--- config.mk ---
export PLATFORM = sky130hd
export DESIGN_NAME = uart_rx_buffered_flat
export DESIGN_NICKNAME = d
export VERILOG_FILES = /design/src/rtl/uart_rx_buffered_pkg.sv /design/src/rtl/uart_rx_buffered_if.sv /design/src/rtl/uart_sync_fifo.sv /design/src/rtl/uart_rx_buffered.sv /design/src/flat_wrapper.sv
export SDC_FILE = /design/constraint.sdc
export NUM_CORES = 1
export LEC_CHECK = 0
export BUFFER_PORTS_ARGS = -buffer_cell sky130_fd_sc_hd__buf_4
export CAP_MARGIN = 15
export CORE_MARGIN = 1.5
export CORE_UTILIZATION = 46
export DETAILED_ROUTE_END_ITERATION = 8
export PLACE_DENSITY_LB_ADDON = 0.05
export SYNTH_ARGS = -nofsm -noshare
export SYNTH_HDL_FRONTEND = slang
export SYNTH_HIERARCHICAL = 1
export SYNTH_SLANG_ARGS = --single-unit
export TNS_END_PERCENT = 5
--- constraint.sdc ---
create_clock -name clock_i -period 7.1 [get_ports clock_i]
set_input_delay 2.13 -clock clock_i [delete_from_list [all_inputs] [get_ports clock_i]]
set_output_delay 2.13 -clock clock_i [all_outputs]
set_load 0.005 [all_outputs]
--- src/rtl/uart_rx_buffered_pkg.sv ---
// Shared definitions for the buffered UART receiver: FSM encodings, frame-format
// helpers and the receive-FIFO entry layout.
package uart_pkg;

  localparam logic [1:0] ST_IDLE      = 2'd0;
  localparam logic [1:0] ST_RECEIVE   = 2'd1;
  localparam logic [1:0] ST_PUSH      = 2'd2;
  localparam logic [1:0] ST_WAIT_IDLE = 2'd3;

  localparam logic [1:0] DATA_BITS_5 = 2'd0;
  localparam logic [1:0] DATA_BITS_6 = 2'd1;
  localparam logic [1:0] DATA_BITS_7 = 2'd2;
  localparam logic [1:0] DATA_BITS_8 = 2'd3;

  localparam int ENTRY_WIDTH   = 11;
  localparam int ENTRY_BREAK   = 10;
  localparam int ENTRY_FRAMING = 9;
  localparam int ENTRY_PARITY  = 8;

  function automatic logic [3:0] data_bit_count(input logic [1:0] code);
    return 4'd5 + {2'b00, code};
  endfunction

  // Total bit periods in a frame: start + data + optional parity + 1 or 2 stop.
  function automatic logic [3:0] frame_bit_count(input logic [1:0] code,
                                                 input logic       parity_en,
                                                 input logic       two_stop);
    return 4'd2 + data_bit_count(code) + {3'b000, parity_en} + {3'b000, two_stop};
  endfunction

endpackage

--- src/rtl/uart_rx_buffered_if.sv ---
// Bus-side port bundle of the buffered UART receiver: FIFO head, handshake and
// overrun status.
interface uart_rx_buffered_if #(
  parameter int FIFO_DEPTH_LOG2 = 4
);
  logic [7:0]               data_o;
  logic                     parity_error_o;
  logic                     framing_error_o;
  logic                     break_o;
  logic                     valid_o;
  logic                     ack_i;
  logic [FIFO_DEPTH_LOG2:0] fifo_level_o;
  logic                     overrun_o;
  logic                     clear_overrun_i;

  modport master (
    output data_o, parity_error_o, framing_error_o, break_o, valid_o,
    output fifo_level_o, overrun_o,
    input  ack_i, clear_overrun_i
  );

  modport slave (
    input  data_o, parity_error_o, framing_error_o, break_o, valid_o,
    input  fifo_level_o, overrun_o,
    output ack_i, clear_overrun_i
  );
endinterface

--- src/rtl/uart_sync_fifo.sv ---
// Single-clock first-word fall-through FIFO; the head entry is presented
// combinationally whenever the FIFO is non-empty and reads 0 when empty.
module uart_sync_fifo #(
  parameter int WIDTH      = 8,
  parameter int DEPTH_LOG2 = 4
) (
  input  logic                  clock_i,
  input  logic                  reset_i,
  input  logic                  push_i,
  input  logic [WIDTH-1:0]      push_data_i,
  input  logic                  pop_i,
  output logic [WIDTH-1:0]      head_o,
  output logic [DEPTH_LOG2:0]   level_o,
  output logic                  full_o,
  output logic                  empty_o
);
  localparam int DEPTH = 1 << DEPTH_LOG2;

  logic [WIDTH-1:0]    mem_q [DEPTH];
  logic [DEPTH_LOG2:0] wr_ptr_q, wr_ptr_d;
  logic [DEPTH_LOG2:0] rd_ptr_q, rd_ptr_d;
  logic                wr_en;
  logic                rd_en;

  always_comb begin
    level_o  = wr_ptr_q - rd_ptr_q;
    empty_o  = (wr_ptr_q == rd_ptr_q);
    full_o   = (wr_ptr_q[DEPTH_LOG2] != rd_ptr_q[DEPTH_LOG2]) &&
               (wr_ptr_q[DEPTH_LOG2-1:0] == rd_ptr_q[DEPTH_LOG2-1:0]);
    rd_en    = pop_i && !empty_o;
    // A pop in the same cycle frees the slot, so a full FIFO still accepts the push.
    wr_en    = push_i && (!full_o || rd_en);
    wr_ptr_d = wr_en ? wr_ptr_q + 1'b1 : wr_ptr_q;
    rd_ptr_d = rd_en ? rd_ptr_q + 1'b1 : rd_ptr_q;
    head_o   = empty_o ? '0 : mem_q[rd_ptr_q[DEPTH_LOG2-1:0]];
  end

  always_ff @(posedge clock_i) begin
    if (wr_en) begin
      mem_q[wr_ptr_q[DEPTH_LOG2-1:0]] <= push_data_i;
    end
  end

  always_ff @(posedge clock_i or posedge reset_i) begin
    if (reset_i) begin
      wr_ptr_q <= '0;
      rd_ptr_q <= '0;
    end else begin
      wr_ptr_q <= wr_ptr_d;
      rd_ptr_q <= rd_ptr_d;
    end
  end

endmodule

--- src/rtl/uart_rx_buffered.sv ---
// UART receiver with per-frame format latching, parity/framing/break flags and a
// receive FIFO so several frames can queue ahead of the consumer.
module uart_rx_buffered
  import uart_pkg::*;
#(
  parameter int CLOCK_DIVIDER_WIDTH = 16,
  parameter int FIFO_DEPTH_LOG2     = 4
) (
  input  logic                           clock_i,
  input  logic                           reset_i,
  input  logic [CLOCK_DIVIDER_WIDTH-1:0] clock_divider_i,
  input  logic                           serial_i,
  input  logic [1:0]                     data_bits_i,
  input  logic                           parity_bit_i,
  input  logic                           parity_even_i,
  input  logic                           stop_bits_i,
  uart_rx_buffered_if.master             bus
);
  localparam logic [CLOCK_DIVIDER_WIDTH-1:0] DIV_ONE = CLOCK_DIVIDER_WIDTH'(1);
  localparam logic [CLOCK_DIVIDER_WIDTH-1:0] DIV_TWO = CLOCK_DIVIDER_WIDTH'(2);

  logic                           sync1_q, rx_sync_q, rx_prev_q;
  logic [1:0]                     state_q, state_d;
  logic [CLOCK_DIVIDER_WIDTH-1:0] bit_timer_q, bit_timer_d;
  logic [CLOCK_DIVIDER_WIDTH-1:0] div_q, div_d;
  logic [3:0]                     bit_idx_q, bit_idx_d;
  logic [1:0]                     data_bits_q, data_bits_d;
  logic                           parity_en_q, parity_en_d;
  logic                           parity_even_q, parity_even_d;
  logic                           stop2_q, stop2_d;
  logic [7:0]                     data_q, data_d;
  logic                           parity_acc_q, parity_acc_d;
  logic                           all_zero_q, all_zero_d;
  logic                           framing_q, framing_d;
  logic                           last_stop_q, last_stop_d;
  logic                           overrun_q, overrun_d;

  logic [3:0]                     n_data, n_frame;
  logic [2:0]                     data_pos;
  logic                           sample, push, parity_err;
  logic [ENTRY_WIDTH-1:0]         push_word, head_word;
  logic                           fifo_full, fifo_empty;
  logic [FIFO_DEPTH_LOG2:0]       fifo_level;

  always_ff @(posedge clock_i or posedge reset_i) begin
    if (reset_i) begin
      sync1_q   <= 1'b1;
      rx_sync_q <= 1'b1;
      rx_prev_q <= 1'b1;
    end else begin
      sync1_q   <= serial_i;
      rx_sync_q <= sync1_q;
      rx_prev_q <= rx_sync_q;
    end
  end

  always_comb begin
    n_data     = data_bit_count(data_bits_q);
    n_frame    = frame_bit_count(data_bits_q, parity_en_q, stop2_q);
    data_pos   = 3'(bit_idx_q - 4'd1);
    sample     = (bit_timer_q == (div_q >> 1));
    parity_err = parity_en_q & (parity_even_q ? parity_acc_q : ~parity_acc_q);

    push_word                = '0;
    push_word[7:0]           = data_q;
    push_word[ENTRY_PARITY]  = parity_err;
    push_word[ENTRY_FRAMING] = framing_q;
    push_word[ENTRY_BREAK]   = all_zero_q;

    state_d       = state_q;
    bit_timer_d   = bit_timer_q;
    div_d         = div_q;
    bit_idx_d     = bit_idx_q;
    data_bits_d   = data_bits_q;
    parity_en_d   = parity_en_q;
    parity_even_d = parity_even_q;
    stop2_d       = stop2_q;
    data_d        = data_q;
    parity_acc_d  = parity_acc_q;
    all_zero_d    = all_zero_q;
    framing_d     = framing_q;
    last_stop_d   = last_stop_q;
    push          = 1'b0;

    case (state_q)
      ST_IDLE: begin
        if (rx_prev_q && !rx_sync_q && (clock_divider_i >= DIV_TWO)) begin
          state_d       = ST_RECEIVE;
          div_d         = clock_divider_i;
          bit_timer_d   = clock_divider_i - DIV_ONE;
          data_bits_d   = data_bits_i;
          parity_en_d   = parity_bit_i;
          parity_even_d = parity_even_i;
          stop2_d       = stop_bits_i;
          bit_idx_d     = 4'd0;
          data_d        = 8'h00;
          parity_acc_d  = 1'b0;
          all_zero_d    = 1'b1;
          framing_d     = 1'b0;
        end
      end
      ST_RECEIVE: begin
        bit_timer_d = (bit_timer_q == '0) ? div_q - DIV_ONE : bit_timer_q - DIV_ONE;
        if (sample) begin
          bit_idx_d = bit_idx_q + 4'd1;
          if (rx_sync_q && (bit_idx_q != 4'd0)) begin
            all_zero_d = 1'b0;
          end
          if (bit_idx_q == 4'd0) begin
            // A start bit that is high at its mid-point was a glitch.
            if (rx_sync_q) begin
              state_d = ST_IDLE;
            end
          end else if (bit_idx_q <= n_data) begin
            data_d[data_pos] = rx_sync_q;
            parity_acc_d     = parity_acc_q ^ rx_sync_q;
          end else if (parity_en_q && (bit_idx_q == n_data + 4'd1)) begin
            parity_acc_d = parity_acc_q ^ rx_sync_q;
          end else begin
            last_stop_d = rx_sync_q;
            if (!rx_sync_q) begin
              framing_d = 1'b1;
            end
          end
          if (bit_idx_q == n_frame - 4'd1) begin
            state_d = ST_PUSH;
          end
        end
      end
      ST_PUSH: begin
        push    = 1'b1;
        state_d = last_stop_q ? ST_IDLE : ST_WAIT_IDLE;
      end
      default: begin
        if (rx_sync_q) begin
          state_d = ST_IDLE;
        end
      end
    endcase
  end

  // Setting wins over clearing so a loss in the clear cycle is not hidden.
  assign overrun_d = (push && fifo_full && !bus.ack_i) || (overrun_q && !bus.clear_overrun_i);

  always_ff @(posedge clock_i or posedge reset_i) begin
    if (reset_i) begin
      state_q       <= ST_IDLE;
      bit_timer_q   <= '0;
      div_q         <= '0;
      bit_idx_q     <= 4'd0;
      data_bits_q   <= 2'd0;
      parity_en_q   <= 1'b0;
      parity_even_q <= 1'b0;
      stop2_q       <= 1'b0;
      data_q        <= 8'h00;
      parity_acc_q  <= 1'b0;
      all_zero_q    <= 1'b0;
      framing_q     <= 1'b0;
      last_stop_q   <= 1'b0;
      overrun_q     <= 1'b0;
    end else begin
      state_q       <= state_d;
      bit_timer_q   <= bit_timer_d;
      div_q         <= div_d;
      bit_idx_q     <= bit_idx_d;
      data_bits_q   <= data_bits_d;
      parity_en_q   <= parity_en_d;
      parity_even_q <= parity_even_d;
      stop2_q       <= stop2_d;
      data_q        <= data_d;
      parity_acc_q  <= parity_acc_d;
      all_zero_q    <= all_zero_d;
      framing_q     <= framing_d;
      last_stop_q   <= last_stop_d;
      overrun_q     <= overrun_d;
    end
  end

  uart_sync_fifo #(
    .WIDTH      (ENTRY_WIDTH),
    .DEPTH_LOG2 (FIFO_DEPTH_LOG2)
  ) u_fifo (
    .clock_i     (clock_i),
    .reset_i     (reset_i),
    .push_i      (push),
    .push_data_i (push_word),
    .pop_i       (bus.ack_i),
    .head_o      (head_word),
    .level_o     (fifo_level),
    .full_o      (fifo_full),
    .empty_o     (fifo_empty)
  );

  assign bus.data_o          = head_word[7:0];
  assign bus.parity_error_o  = head_word[ENTRY_PARITY];
  assign bus.framing_error_o = head_word[ENTRY_FRAMING];
  assign bus.break_o         = head_word[ENTRY_BREAK];
  assign bus.valid_o         = !fifo_empty;
  assign bus.fifo_level_o    = fifo_level;
  assign bus.overrun_o       = overrun_q;

endmodule

--- src/flat_wrapper.sv ---
// flat-port wrapper written by rule: the top's interface ports become plain ports
module uart_rx_buffered_flat import uart_pkg::*;
#(
  parameter int CLOCK_DIVIDER_WIDTH = 16,
  parameter int FIFO_DEPTH_LOG2     = 4
)
  (clock_i, reset_i, clock_divider_i, serial_i, data_bits_i, parity_bit_i, parity_even_i, stop_bits_i, bus_data_o, bus_parity_error_o, bus_framing_error_o, bus_break_o, bus_valid_o, bus_fifo_level_o, bus_overrun_o, bus_ack_i, bus_clear_overrun_i);
  uart_rx_buffered_if #(.FIFO_DEPTH_LOG2(FIFO_DEPTH_LOG2)) bus_i ();
  input  logic clock_i;
  input  logic reset_i;
  input  logic [CLOCK_DIVIDER_WIDTH-1:0] clock_divider_i;
  input  logic serial_i;
  input  logic [1:0] data_bits_i;
  input  logic parity_bit_i;
  input  logic parity_even_i;
  input  logic stop_bits_i;
  output wire logic [$bits(bus_i.data_o)-1:0] bus_data_o;
  output wire logic [$bits(bus_i.parity_error_o)-1:0] bus_parity_error_o;
  output wire logic [$bits(bus_i.framing_error_o)-1:0] bus_framing_error_o;
  output wire logic [$bits(bus_i.break_o)-1:0] bus_break_o;
  output wire logic [$bits(bus_i.valid_o)-1:0] bus_valid_o;
  output wire logic [$bits(bus_i.fifo_level_o)-1:0] bus_fifo_level_o;
  output wire logic [$bits(bus_i.overrun_o)-1:0] bus_overrun_o;
  input wire logic [$bits(bus_i.ack_i)-1:0] bus_ack_i;
  input wire logic [$bits(bus_i.clear_overrun_i)-1:0] bus_clear_overrun_i;
  assign bus_data_o = bus_i.data_o;
  assign bus_parity_error_o = bus_i.parity_error_o;
  assign bus_framing_error_o = bus_i.framing_error_o;
  assign bus_break_o = bus_i.break_o;
  assign bus_valid_o = bus_i.valid_o;
  assign bus_fifo_level_o = bus_i.fifo_level_o;
  assign bus_overrun_o = bus_i.overrun_o;
  assign bus_i.ack_i = bus_ack_i;
  assign bus_i.clear_overrun_i = bus_clear_overrun_i;
  uart_rx_buffered #(.CLOCK_DIVIDER_WIDTH(CLOCK_DIVIDER_WIDTH), .FIFO_DEPTH_LOG2(FIFO_DEPTH_LOG2)) u_core (.clock_i(clock_i), .reset_i(reset_i), .clock_divider_i(clock_divider_i), .serial_i(serial_i), .data_bits_i(data_bits_i), .parity_bit_i(parity_bit_i), .parity_even_i(parity_even_i), .stop_bits_i(stop_bits_i), .bus(bus_i));
endmodule
==> Word-level counts from Yosys, hierarchy flattened <==
Memory sizes are Yosys's and may differ from the RTL's.
Index checks and enable logic that the tools add are counted.
{ "word_totals": {"mem_count": 1, "input_bits": 26, "ram_bits": 176, "elab_cells": 136, "ff_bits": 69, "output_inout_bits": 18} }
{ "memory_table": {"columns": ["name", "words", "width", "read_ports", "rd_ports_with_merged_regs", "write_ports", "line", "text"], "rows": [
  ["u_core.u_fifo.mem_q", 16, 11, 1, 0, 1, "uart_sync_fifo.sv:19", "logic [WIDTH-1:0] mem_q [DEPTH];"]
]} }
{ "classes": {"addsub": 14, "magnitude_cmp": 4, "muxes": 42, "n_eq_ne": 18, "reduce_logical": 32, "n_bitwise": 6} }
{ "ops": {"columns": ["cell", "n"], "rows": [
  ["$sub 16x1->16 const B", 3],
  ["$mux 16", 2],
  ["$mux 8", 4],
  ["$pmux 16 s2", 1],
  ["$mux 1", 18],
  ["$eq 16x15->1", 1],
  ["$ge 16x2->1 const B", 1],
  ["$logic_not 16->1", 1],
  ["$pmux 8 s2", 1],
  ["$reduce_and 5->1", 3],
  ["$eq 4x4->1", 3],
  ["$mux 2", 6],
  ["$logic_and 1x1->1", 11],
  ["$mux 11", 1],
  ["$add 5x1->5 const B", 2],
  ["$add 4x1->4", 2],
  ["$add 4x1->4 const B", 2],
  ["$bwmux 8", 1],
  ["$mux 4", 2],
  ["$ne 2x1->1 const B", 4],
  ["$ne 2x2->1 const B", 4],
  ["$pmux 4 s2", 1],
  ["$reduce_and 7->1", 1],
  ["$ne 3x1->1 const B", 2],
  ["27 further kinds", 39]
]} }

==> Longest topological paths before layout <==
{ "logic_depth": {"ltp_word": 10, "mapped_depth": 11, "depth_no_buf": 11} }

==> Hierarchy <==
The synthesis kept the hierarchy.
{ "modules_own_cells": {"columns": ["mod", "seq_area_each_um2", "instances", "area_per_inst_um2", "cells_each"], "rows": [
  ["uart_sync_fifo", 5535.3, 1, 7487.2, 369],
  ["uart_rx_buffered", 1480.2, 1, 3682.3, 419]
]} }

==> Least setup slack after synthesis <==
Ideal clock, no wire load.
{ "synth_path": {"kind": "register -> output", "startpoint": "register u_core.u_fifo.rd_ptr_q[3]", "endpoint": "output bus_data_o[0]", "t_arrival_ns": 2.130, "path_stages_with_launch": 10, "t_required_ns": 4.970, "path_slack_ns": 2.840, "n_path_buf": 3, "cell_sequence": "dfrtp_1 > buf_2 > clkinv_1 > buf_2 > ha_1 > and4_1 > nand2_1 > clkbuf_1 > o21ai_0 > a21oi_1"} }
{ "synth_between": {"elab_chain_cells": 2, "elab_cells_between_ends": 3, "classes_between": "1 x eq/ne; 1 x mux; 1 x memory"} }
{ "synth_rtl": {"columns": ["element", "line", "text"], "rows": [
  ["from (decl)", "uart_sync_fifo.sv:21", "logic [DEPTH_LOG2:0] rd_ptr_q, rd_ptr_d;"],
  ["from (signal assigned)", "uart_sync_fifo.sv:50", "rd_ptr_q <= rd_ptr_d;"],
  ["$mem_v2 16x11 / $eq 5x5->1 (equally long branches)", null, null],
  ["$mux 11 *", "uart_sync_fifo.sv:35", "head_o = empty_o ? '0 : mem_q[rd_ptr_q[DEPTH_LOG2-1:0]];"],
  ["to (decl)", "flat_wrapper.sv:17", "output wire logic [$bits(bus_i.data_o)-1:0] bus_data_o;"]
]} }
Mark *: on every way between the ends. The rest lies on a longest branch, timed or not.

==> Final worst setup path <==
{ "layout_path": {"startpoint": "register u_core.u_fifo.rd_ptr_q[1]", "endpoint": "output bus_framing_error_o"} }
{ "layout_between": {"elab_chain_cells": 2, "elab_cells_between_ends": 3, "classes_between": "1 x eq/ne; 1 x mux; 1 x memory"} }
{ "layout_rtl": {"columns": ["element", "line", "text"], "rows": [
  ["$eq 5x5->1", "uart_sync_fifo.sv:27", "empty_o = (wr_ptr_q == rd_ptr_q);"],
  ["named net u_core.fifo_empty", "uart_rx_buffered.sv:42", "logic fifo_full, fifo_empty;"],
  ["$mux 11", "uart_sync_fifo.sv:35", null],
  ["to (decl)", "flat_wrapper.sv:19", "output wire logic [$bits(bus_i.framing_error_o)-1:0] bus_framing_error_o;"]
]} }
The timed path passes the listed nets, and every way through them passes these cells.

==> impl_results.html <==
<table>
<tr><th>Metric</th><th>Value</th></tr>
<tr><th colspan="2">Synthesis</th></tr>
<tr><td>YS warnings</td><td>6</td></tr>
<tr><td>Number of synthesized flops with an enable pin</td><td>roughly 180</td></tr>
<tr><td>Predominant post-synthesis flop cell</td><td>sky130_fd_sc_hd__edfxtp_1</td></tr>
<tr><td>Gate Count Post-Synth</td><td>788</td></tr>
<tr><td>Sequential cell area fraction in the yosys report</td><td>a little over three fifths</td></tr>
<tr><td>Async set-reset flop share out of synthesis</td><td>about 28%</td></tr>
<tr><td>Synth top area share</td><td>47.3%</td></tr>
<tr><td>Synth top area cells</td><td>sky130_fd_sc_hd__edfxtp_1, sky130_fd_sc_hd__dfrtp_1, sky130_fd_sc_hd__mux4_2, sky130_fd_sc_hd__nand2_1, sky130_fd_sc_hd__xor2_1</td></tr>
<tr><td>Largest area contributor in the netlist</td><td>sky130_fd_sc_hd__edfxtp_1</td></tr>
<tr><td>Net Count, Synth</td><td>roughly 840</td></tr>
<tr><td>Per-instance average area after synthesis</td><td>roughly 14 µm²</td></tr>
<tr><td>Total standard cell area after synthesis</td><td>~11000 µm²</td></tr>
<tr><td>Number of storage elements in the synthesis netlist</td><td>245</td></tr>
<tr><td>Synth cell types</td><td>66</td></tr>
<tr><th colspan="2">Final layout</th></tr>
<tr><td>Inserted Diodes</td><td>0</td></tr>
<tr><td>Top library cells by usage in the layout, fill and taps aside</td><td>sky130_fd_sc_hd__edfxtp_1, sky130_fd_sc_hd__nand2_1, sky130_fd_sc_hd__buf_4, sky130_fd_sc_hd__dfrtp_1, sky130_fd_sc_hd__mux4_2</td></tr>
<tr><td>Most common cell after layout, fill and taps aside</td><td>sky130_fd_sc_hd__edfxtp_1</td></tr>
<tr><td>Number of filler cells placed in the layout</td><td>about 2000</td></tr>
<tr><td>Relative area change from synthesis to final layout</td><td>15.3%</td></tr>
<tr><td>Final net count</td><td>between 800 and 900</td></tr>
<tr><td>Share of post-route cells with drive strength above 1</td><td>22.6%</td></tr>
<tr><th colspan="2">STA</th></tr>
<tr><td>Highest achievable clock rate</td><td>roughly 180 MHz</td></tr>
<tr><td>Count of final setup violators</td><td>0</td></tr>
<tr><td>Share of the cycle needed by the critical path after routing</td><td>between 70 and 80%</td></tr>
<tr><td>Final Hold Violating Endpoints</td><td>0</td></tr>
<tr><td>Slew Limit Headroom</td><td>around a quarter</td></tr>
<tr><td>RSZ-0062 raised after global routing</td><td>no</td></tr>
<tr><td>Actual transition at the worst max-transition pin</td><td>1120 ps</td></tr>
<tr><td>Final worst setup slack</td><td>roughly 1500 ps</td></tr>
<tr><td>Final max-slew violation count</td><td>0</td></tr>
<tr><td>Clock Skew</td><td>roughly 8.4 ps</td></tr>
<tr><td>Summed negative setup slack over all endpoints</td><td>0 ps</td></tr>
<tr><td>Tmin final</td><td>between 5000 and 6000 ps</td></tr>
<tr><th colspan="2">Setup path</th></tr>
<tr><td>CP Data Arrival Time</td><td>between 3000 and 4000 ps</td></tr>
<tr><td>Crit path launch</td><td>u_core/u_fifo/rd_ptr_q[1]</td></tr>
<tr><td>Critical path startpoint category</td><td>flip-flop</td></tr>
<tr><td>Critical path class</td><td>flip-flop to primary output</td></tr>
<tr><td>Crit Reg-Reg Endpoint</td><td>u_core/u_fifo/mem_q[1][2]</td></tr>
<tr><td>Slack of the worst reg-to-reg path</td><td>roughly 3300 ps</td></tr>
<tr><td>Crit Path Max Fanout</td><td>38</td></tr>
<tr><td>Required time reported for the critical path endpoint</td><td>slightly below 5000 ps</td></tr>
<tr><td>Worst Setup EP</td><td>bus_framing_error_o</td></tr>
<tr><td>Worst-case reg-to-reg path depth</td><td>7</td></tr>
<tr><td>Kind of end point of the critical path</td><td>primary output</td></tr>
<tr><td>Startpoint of the worst-slack reg-to-reg timing path</td><td>u_core/u_fifo/rd_ptr_q[1]</td></tr>
<tr><th colspan="2">Global routing</th></tr>
<tr><td>Pin count of the biggest net entering global routing</td><td>60</td></tr>
<tr><td>Overflow left after global routing</td><td>0</td></tr>
<tr><td>Vias in the first global route</td><td>6990</td></tr>
<tr><td>Antenna violations before repair</td><td>0</td></tr>
<tr><td>Global Route Usage Sum</td><td>between 20% and 30%</td></tr>
<tr><td>Wire length of the first global-routing pass</td><td>40.7 mm</td></tr>
<tr><th colspan="2">Die</th></tr>
<tr><td>Die outline area</td><td>25200 µm²</td></tr>
<tr><td>Width of the die</td><td>approximately 160 µm</td></tr>
<tr><td>Number of top-level pins</td><td>44</td></tr>
<tr><td>Core Footprint</td><td>roughly 24000 µm²</td></tr>
<tr><td>Initial cell density of the core</td><td>between 40 and 50%</td></tr>
<tr><td>Standard-cell rows</td><td>56</td></tr>
<tr><td>Vertical extent of the die</td><td>159 µm</td></tr>
<tr><th colspan="2">Clock network</th></tr>
<tr><td>Post-CTS Setup Repair Bufs</td><td>0</td></tr>
<tr><td>TritonCTS clock tree</td><td>built</td></tr>
<tr><td>Number of hold-repair buffers added at the cts stage</td><td>0</td></tr>
<tr><td>Count of H-tree levels built during CTS</td><td>1</td></tr>
<tr><td>Number of cells upsized or downsized after cts</td><td>0</td></tr>
<tr><td>Maximum count of clock buffers along a single path</td><td>3</td></tr>
<tr><td>CTS root buf</td><td>sky130_fd_sc_hd__clkbuf_16</td></tr>
<tr><td>Number of clock sinks seen by CTS</td><td>245</td></tr>
<tr><td>Reg clk slew, reported paths</td><td>about 60 ps</td></tr>
<tr><td>Number of buffers created by CTS</td><td>26</td></tr>
<tr><td>Clock latency on the worst-skew pair</td><td>roughly 520 ps</td></tr>
<tr><th colspan="2">Detailed routing</th></tr>
<tr><td>Sum of routed wire length over all layers</td><td>about 26 mm</td></tr>
<tr><td>First-pass iteration count of the detailed router</td><td>5</td></tr>
<tr><td>Per-cell routed wire length</td><td>around 22 µm</td></tr>
<tr><td>Post-DRT Antenna Nets</td><td>0</td></tr>
<tr><td>Vias per inst</td><td>5.69</td></tr>
<tr><td>DRC</td><td>0</td></tr>
<tr><td>Vias</td><td>6743</td></tr>
<tr><td>Violation count after the first detailed-routing iteration</td><td>435</td></tr>
<tr><th colspan="2">Placed design</th></tr>
<tr><td>Number of buffers added on ports</td><td>43</td></tr>
<tr><td>Pre-CTS setup slack</td><td>approximately 2000 ps</td></tr>
<tr><td>Detailed placer's ending HPWL</td><td>16.7 mm</td></tr>
<tr><td>GP Congestion</td><td>0.857</td></tr>
<tr><th colspan="2">Pwr</th></tr>
<tr><td>VDD IR-drop max</td><td>between 0.2 and 0.3 mV</td></tr>
<tr><td>Static Leakage</td><td>between 4 and 5 nW</td></tr>
<tr><td>Power per cell area</td><td>roughly 290 nW/µm²</td></tr>
<tr><th colspan="2">Run</th></tr>
<tr><td>Count of max-cap constraint violations</td><td>0</td></tr>
<tr><th colspan="2">Worst hold path</th></tr>
<tr><td>Hold WC Path Type</td><td>flip-flop to flip-flop</td></tr>
<tr><th colspan="2">Run status</th></tr>
<tr><td>Run status</td><td>finished, final reports clean</td></tr>
</table>
[cells by family after synthesis]
| family | count (synthesis) | share of synthesized area (%) |
|---|---|---|
| flip-flops | 245 | 62.8 |
| XOR/XNOR | 53 | 4.16 |
| multiplexers | 82 | 12.5 |
| buffers and inverters | 61 | 2.54 |
| adder cells (fa/ha/maj) | 23 | 2.60 |
| AND/OR/NAND/NOR | 206 | 8.57 |
| AO/OA/AOI/OAI | 118 | 6.79 |
[metrics by stage]
| step | util (%) | instances | power [mW] | cell area, µm² | hold slack (ps) |
|---|---|---|---|---|---|
| final | 54.4 | 1186 | 3.71 | 12900 | 360 |
| after global placement | 50.3 | 1138 | 2.23 | 11900 | 347 |
| after CTS | 54.4 | 1186 | 3.75 | 12900 | 362 |
| after global routing | 54.4 | 1186 | 3.86 | 12900 | 366 |
| after detailed placement | 50.3 | 1138 | 2.24 | 11900 | 353 |
| after floorplan | - | 788 | 2.06 | 11200 | 345 |
[flip-flops by register name (all words and copies together) (netlist names), 4 cells and up]
name / flops
u_core/data_q: 8
u_core/bit_timer_q: 16
u_core/div_q: 16
u_core/u_fifo/mem_q: 176
u_core/bit_idx_q: 4
u_core/u_fifo/rd_ptr_q: 5
u_core/u_fifo/wr_ptr_q: 5
[Yosys cell counts, drive strengths merged (18+ instances only)]
| library cell | instances |
|---|---|
| a21oi | 28 |
| xnor2 | 24 |
| mux4 | 43 |
| buf | 21 |
| inv | 22 |
| xor2 | 29 |
| nand2 | 100 |
| mux2 | 21 |
| ha | 20 |
| o21ai | 47 |
| mux2i | 18 |
| dfrtp | 66 |
| nor2 | 38 |
| edfxtp | 176 |
[report_power, final]
group	internal [mW]	switching (mW)	total (mW)
logic	0.277	0.256	0.533
registers	1.55	0.126	1.68
clock network	0.960	0.541	1.50
[worst min-delay path by stage]
stage	startpoint	end	slack, ps	cells past startpoint
after global routing	u_core/sync1_q	u_core/rx_sync_q	370	0
after CTS	u_core/sync1_q	u_core/rx_sync_q	360	0
after floorplan	u_core/sync1_q	u_core/rx_sync_q	350	0
after detailed placement	u_core/sync1_q	u_core/rx_sync_q	350	0
after global placement	u_core/sync1_q	u_core/rx_sync_q	350	0
final	u_core/sync1_q	u_core/rx_sync_q	360	0
[layout make-up]
| class | instances | area [µm²] | share of cell area [%] |
|---|---|---|---|
| tap | 319 | 399 | 3.10 |
| clock buffer | 35 | 756 | 5.87 |
| inverter | 23 | 86.3 | 0.670 |
| multi-input combinational | 482 | 3890 | 30.2 |
| timing repair buffer | 69 | 518 | 4.02 |
| sequential | 245 | 7020 | 54.5 |
| clock inverter | 13 | 213 | 1.65 |
[worst max-delay path: stages (launching register included)]
cell	delay, ps
sky130_fd_sc_hd__dfrtp_2	1100
sky130_fd_sc_hd__inv_1	280
sky130_fd_sc_hd__ha_1	400
sky130_fd_sc_hd__and4_1	220
sky130_fd_sc_hd__nand2_1	380
sky130_fd_sc_hd__inv_1	130
sky130_fd_sc_hd__o31ai_1	250
sky130_fd_sc_hd__buf_4	150
[metal layers]
| layer | track usage, % | share of wire, % | vias up |
|---|---|---|---|
| li1 | - | - | 3083 |
| met1 | 27.1 | 42 | 3425 |
| met2 | 36.7 | 50 | 190 |
| met3 | 2.82 | 4.6 | 45 |
| met4 | 6.67 | 3.0 | 0 |
| met5 | 0 | 0 | - |
No activity file was read; power rests on OpenSTA's default activity.
